File: src/rtl/serv_pkg.sv
// Shared definitions for the SERV-style bit-serial sequencing logic.
//   state_e    : sequencer states (IDLE / INIT / RUN)
//   beats_of() : number of beats in one 32-bit pass for a datapath width w
//   cnt_width(): width of the beat counter for a datapath width w (at least 1)
package serv_pkg;

  typedef enum logic [1:0] {
    IDLE = 2'd0,
    INIT = 2'd1,
    RUN  = 2'd2
  } state_e;

  function automatic int beats_of(input int w);
    return 32 / w;
  endfunction

  function automatic int cnt_width(input int w);
    int b;
    b = 32 / w;
    return (b > 2) ? $clog2(b) : 1;
  endfunction

endpackage

File: src/rtl/serv_cnt_seq.sv
// Beat counter and operation sequencer for a W-bit serial datapath.
// A 32-bit operation is processed as BEATS = 32/W beats. Two-stage
// operations (compare/branch/slt) run an INIT pass before the RUN pass.
//
// Ports:
//   clk         : clock, rising edge
//   i_rst_n     : asynchronous active-low reset
//   i_start     : begin an operation (sampled only in IDLE)
//   i_two_stage : operation needs an INIT pass first (sampled with i_start)
//   i_rd_wen    : decoded instruction writes rd
//   i_stall     : hold the current beat
//   i_abort     : synchronous cancel (trap / flush)
//   o_busy      : state is not IDLE
//   o_init      : state is INIT
//   o_en        : beat-advance enable to the ALU
//   o_cnt0      : current beat is 0
//   o_cnt_last  : current beat is BEATS-1
//   o_cnt       : current beat index
//   o_rf_wen    : write the current rd beat to the register file
//   o_done      : one-cycle completion pulse (registered)
module serv_cnt_seq
  import serv_pkg::*;
#(
  parameter int W = 4
) (
  input  logic                       clk,
  input  logic                       i_rst_n,
  input  logic                       i_start,
  input  logic                       i_two_stage,
  input  logic                       i_rd_wen,
  input  logic                       i_stall,
  input  logic                       i_abort,
  output logic                       o_busy,
  output logic                       o_init,
  output logic                       o_en,
  output logic                       o_cnt0,
  output logic                       o_cnt_last,
  output logic [cnt_width(W)-1:0]    o_cnt,
  output logic                       o_rf_wen,
  output logic                       o_done
);

  localparam int BEATS = beats_of(W);
  localparam int CW    = cnt_width(W);
  localparam logic [CW-1:0] CNT_LAST = CW'(BEATS - 1);

  state_e          state_reg, state_next;
  logic [CW-1:0]   cnt_reg, cnt_next;
  logic            done_reg, done_next;
  logic            busy;
  logic            en;
  logic            at_last;

  assign busy    = (state_reg != IDLE);
  // Abort masks the enable so an aborted beat never reaches the ALU or RF.
  assign en      = busy & ~i_stall & ~i_abort;
  assign at_last = busy & (cnt_reg == CNT_LAST);

  assign o_busy     = busy;
  assign o_init     = (state_reg == INIT);
  assign o_en       = en;
  assign o_cnt0     = busy & (cnt_reg == '0);
  assign o_cnt_last = at_last;
  assign o_cnt      = cnt_reg;
  assign o_rf_wen   = en & (state_reg == RUN) & i_rd_wen;
  assign o_done     = done_reg;

  always_ff @(posedge clk or negedge i_rst_n) begin
    if (!i_rst_n) begin
      state_reg <= IDLE;
      cnt_reg   <= '0;
      done_reg  <= 1'b0;
    end else begin
      state_reg <= state_next;
      cnt_reg   <= cnt_next;
      done_reg  <= done_next;
    end
  end

  always_comb begin
    state_next = state_reg;
    cnt_next   = cnt_reg;
    done_next  = 1'b0;
    case (state_reg)
      IDLE: begin
        // A start coinciding with abort is dropped.
        if (i_start && !i_abort) begin
          state_next = i_two_stage ? INIT : RUN;
          cnt_next   = '0;
        end
      end
      INIT, RUN: begin
        // Abort outranks both stall and completion.
        if (i_abort) begin
          state_next = IDLE;
          cnt_next   = '0;
        end else if (en) begin
          cnt_next = at_last ? '0 : cnt_reg + CW'(1);
          if (at_last) begin
            if (state_reg == INIT) begin
              state_next = RUN;
            end else begin
              state_next = IDLE;
              done_next  = 1'b1;
            end
          end
        end
      end
      default: begin
        state_next = IDLE;
        cnt_next   = '0;
      end
    endcase
  end

endmodule

File: config.mk
export PLATFORM = sky130hd
export DESIGN_NAME = serv_cnt_seq
export DESIGN_NICKNAME = d
export VERILOG_FILES = /design/src/rtl/serv_pkg.sv /design/src/rtl/serv_cnt_seq.sv
export SDC_FILE = /design/constraint.sdc
export NUM_CORES = 1
export LEC_CHECK = 0
export BUFFER_PORTS_ARGS = -buffer_cell sky130_fd_sc_hd__buf_4
export CAP_MARGIN = 5
export CELL_PAD_IN_SITES_DETAIL_PLACEMENT = 0
export CELL_PAD_IN_SITES_GLOBAL_PLACEMENT = 1
export CORE_AREA = 4 4 41 43
export DETAILED_ROUTE_END_ITERATION = 6
export DIE_AREA = 0 0 45 47
export PLACE_DENSITY_LB_ADDON = 0.12
export SLEW_MARGIN = 10
export SYNTH_ARGS = -nofsm -noshare
export SYNTH_HDL_FRONTEND = slang
export SYNTH_SLANG_ARGS = --single-unit
File: constraint.sdc
create_clock -name clk -period 3.9 [get_ports clk]
set_input_delay 0.78 -clock clk [delete_from_list [all_inputs] [get_ports clk]]
set_output_delay 0.78 -clock clk [all_outputs]
set_load 0.02 [all_outputs]
==> results.ini <==
[power_and_ir_drop]
p_comb_share_pct = 62.0
power_density_nw_per_um2 = 633
p_seq_share_pct = 23.9
pwr-share-clk_pct = 14.1
internal_power_mw = 0.217
switching_power_mw = 0.177
p_leak_nw = 0.344
swShare_pct = 44.9
power_mw = 0.395
irDropWorstVdd_mv = 0.307

[logic_synthesis]
yosys.area.top_type = dfrtp_1
yosys_register_bits = 6
avgSynthCellArea_um2 = 10.0
ys_top_cells_by_area = dfrtp_1 (33%), ha_1 (22%), nand2b_4 (6.0%)
syn_nets = 61
yosys_warnings = 0
synth_top_area_share_pct = 32.5
netlist_area_um2 = 462
seq_area_frac_synth_pct = 32.5
syn_inst = 46
yosysUniqueCellTypes = 18

[timing]
drv_slew = 0
layout_setup_ws_ps = 1530
slew_headroom_pct = 81.3
timing.hold.ws_ps = 335
fmax_ghz = 0.423
period_minus_slack_ps = 2370
setup_violations = 0
tightest_slew_ps = 278
setup_tns_ps = 0
rsz0062_at_grt = no
hold_viol_final = 0
skew_ps = 0.817
period_share_pct = 60.7

[setup_path]
cp_max_fo = 4
r2r-start = o_cnt[0]
crit_path_cell_trace = inv_1, ha_1, nor3_1, and3_1, buf_4
start_kind = register
crit_path_max_incr_delay_ps = 400
slowest_stage = dfrtp_1
crit_arrival_ps = 1590
cp.required_ps = 3120
startpoint = state_reg[0]
criticalPathCategory = reg2out
ff2ff_path_depth = 6
crit_path_end_kind = output pin

[placement]
dp_hpwl_um = 797
routabilityCongestion = 0.701
io_buffer_count = 16
place_ws_ps = 1600

[clock_tree]
clk_pin_slew_ps = 40
cts_inserted_buffers = 3
clock_tree.buffer_depth = 2
clkSinkCount = 6
clk_latency_ps = 240
post_cts_buffers = 0
cts_max_level = 1
holdBufCountCts = 0
cts.repair.resized = 0
cts_tree = done
clockRootBuffer = clkbuf_4

[routing]
num_vias = 382
via_per_inst = 4.78
wl_per_cell_um = 11.8
drc = 0
antenna_left = 0
firstDrtPassIters = 1
drt-initial-drc-count = 0
wl_um = 947

[floorplan]
die_w_um = 45
die_h_um = 47
num_rows = 13
dieArea_um2 = 2120
ios = 17
initial_core_util_pct = 35.5
fp.coreArea_um2 = 1300

[global_routing]
grt_pass1_vias = 391
overflow = 0
grt_use_total_pct = 11.5
grt_pass1_wl_mm = 1.75
grt_max_degree = 10
antenna_found_initial = 0

[final_layout]
drive_above_1_share_pct = 38.5
largest_register_ff_count = 3
syn2layout_area_growth_pct = 35.0
fill_cells = 132
antenna_cells = 0
regArea_um2 = 150
multi_input_area_um2 = 285
final_nets = 82

[min_path]
hold_class = in2async

[job]
maxCapViolCount = 0

[run_status]
status = complete, no violations

[metrics by stage]
step / cell area [µm²] / std cells / util, %
6_report: 623 / 80 / 47.9
5_1_grt: 623 / 80 / 47.9
4_1_cts: 623 / 80 / 47.9
3_5_place_dp: 601 / 77 / 46.2
3_3_place_gp: 601 / 77 / 46.2
2_1_floorplan: 462 / 46 / -
[routing by layer]
metal	GRT usage, %	vias up	wire [µm]
met2	18.4	13	471
li1	-	194	-
met1	13.8	175	398
met3	3.07	0	77
met4	7.02	0	0
met5	0	-	0
[worst paths after layout]
path / end / slack, ps
worst min-delay path: o_cnt[0] / 340
min in group clk: o_cnt[1] / 540
worst max-delay path: o_rf_wen / 1530
worst min register to register: o_cnt[1] / 540
max in group asynchronous: state_reg[0] / 3450
worst max register to register: o_cnt[0] / 2320
[synth_stat cells (all sizes together)]
| cell | number |
|---|---|
| nand2 | 4 |
| nand2b | 2 |
| dfrtp | 6 |
| o22ai | 1 |
| inv | 7 |
| and3 | 1 |
| o31ai | 2 |
| or2 | 1 |
| nor2b | 2 |
| o21ai | 4 |
| ha | 8 |
| a21o | 1 |
| nor2 | 2 |
| and4b | 1 |
| nor3b | 1 |
| a22oi | 1 |
| nor3 | 2 |
[worst max-delay path: cells and delay by family (launching register included)]
| kind | cells | cell delay [ps] |
|---|---|---|
| simple gates | 2 | 470 |
| flops | 1 | 400 |
| buf+inv | 2 | 230 |
| fa+ha+maj | 1 | 240 |
[logic make-up (layout without fill, tap and decap cells)]
kind of cell | count (synthesis) | count (layout) | share of synthesized area, %
buffers and inverters | 7 | 26 | 5.69
DFF | 6 | 6 | 32.5
AOI/OAI and AO/OA | 9 | 9 | 17.3
adders and majority gates | 8 | 8 | 21.7
and+or+nand+nor | 16 | 16 | 22.8
[power groups by stage]
| stage | Sequential (mW) | Clock (mW) | Combinational (mW) |
|---|---|---|---|
| 6_report | 0.0943 | 0.0558 | 0.245 |
| 5_1_grt | 0.0968 | 0.0652 | 0.272 |
| 4_1_cts | 0.0946 | 0.0574 | 0.250 |
| 3_5_place_dp | 0.0949 | 0 | 0.248 |
| 3_3_place_gp | 0.0963 | 0 | 0.247 |
| 2_1_floorplan | 0.0972 | 0 | 0.170 |
[placed cells by master, fill, tap and decap left out]
cell,count
nor2_1,2
and3_1,1
nor2b_1,1
nor3_1,2
a22oi_1,1
nand2b_4,2
buf_4,16
nand2_1,4
a21o_1,1
or2_1,1
dfrtp_1,6
nor3b_1,1
and4b_1,1
inv_1,7
o21ai_0,4
o31ai_2,2
o22ai_4,1
clkbuf_4,3
ha_1,8
nor2b_2,1
[layout make-up]
cell class | instances | share of cell area [%]
clock buffer | 3 | 3.61
sequential | 6 | 24.1
inverter | 7 | 4.22
multi-input combinational | 33 | 45.8
timing repair buffer | 16 | 19.3
tap | 15 | 3.01
Power figures use the tool's default switching activity.
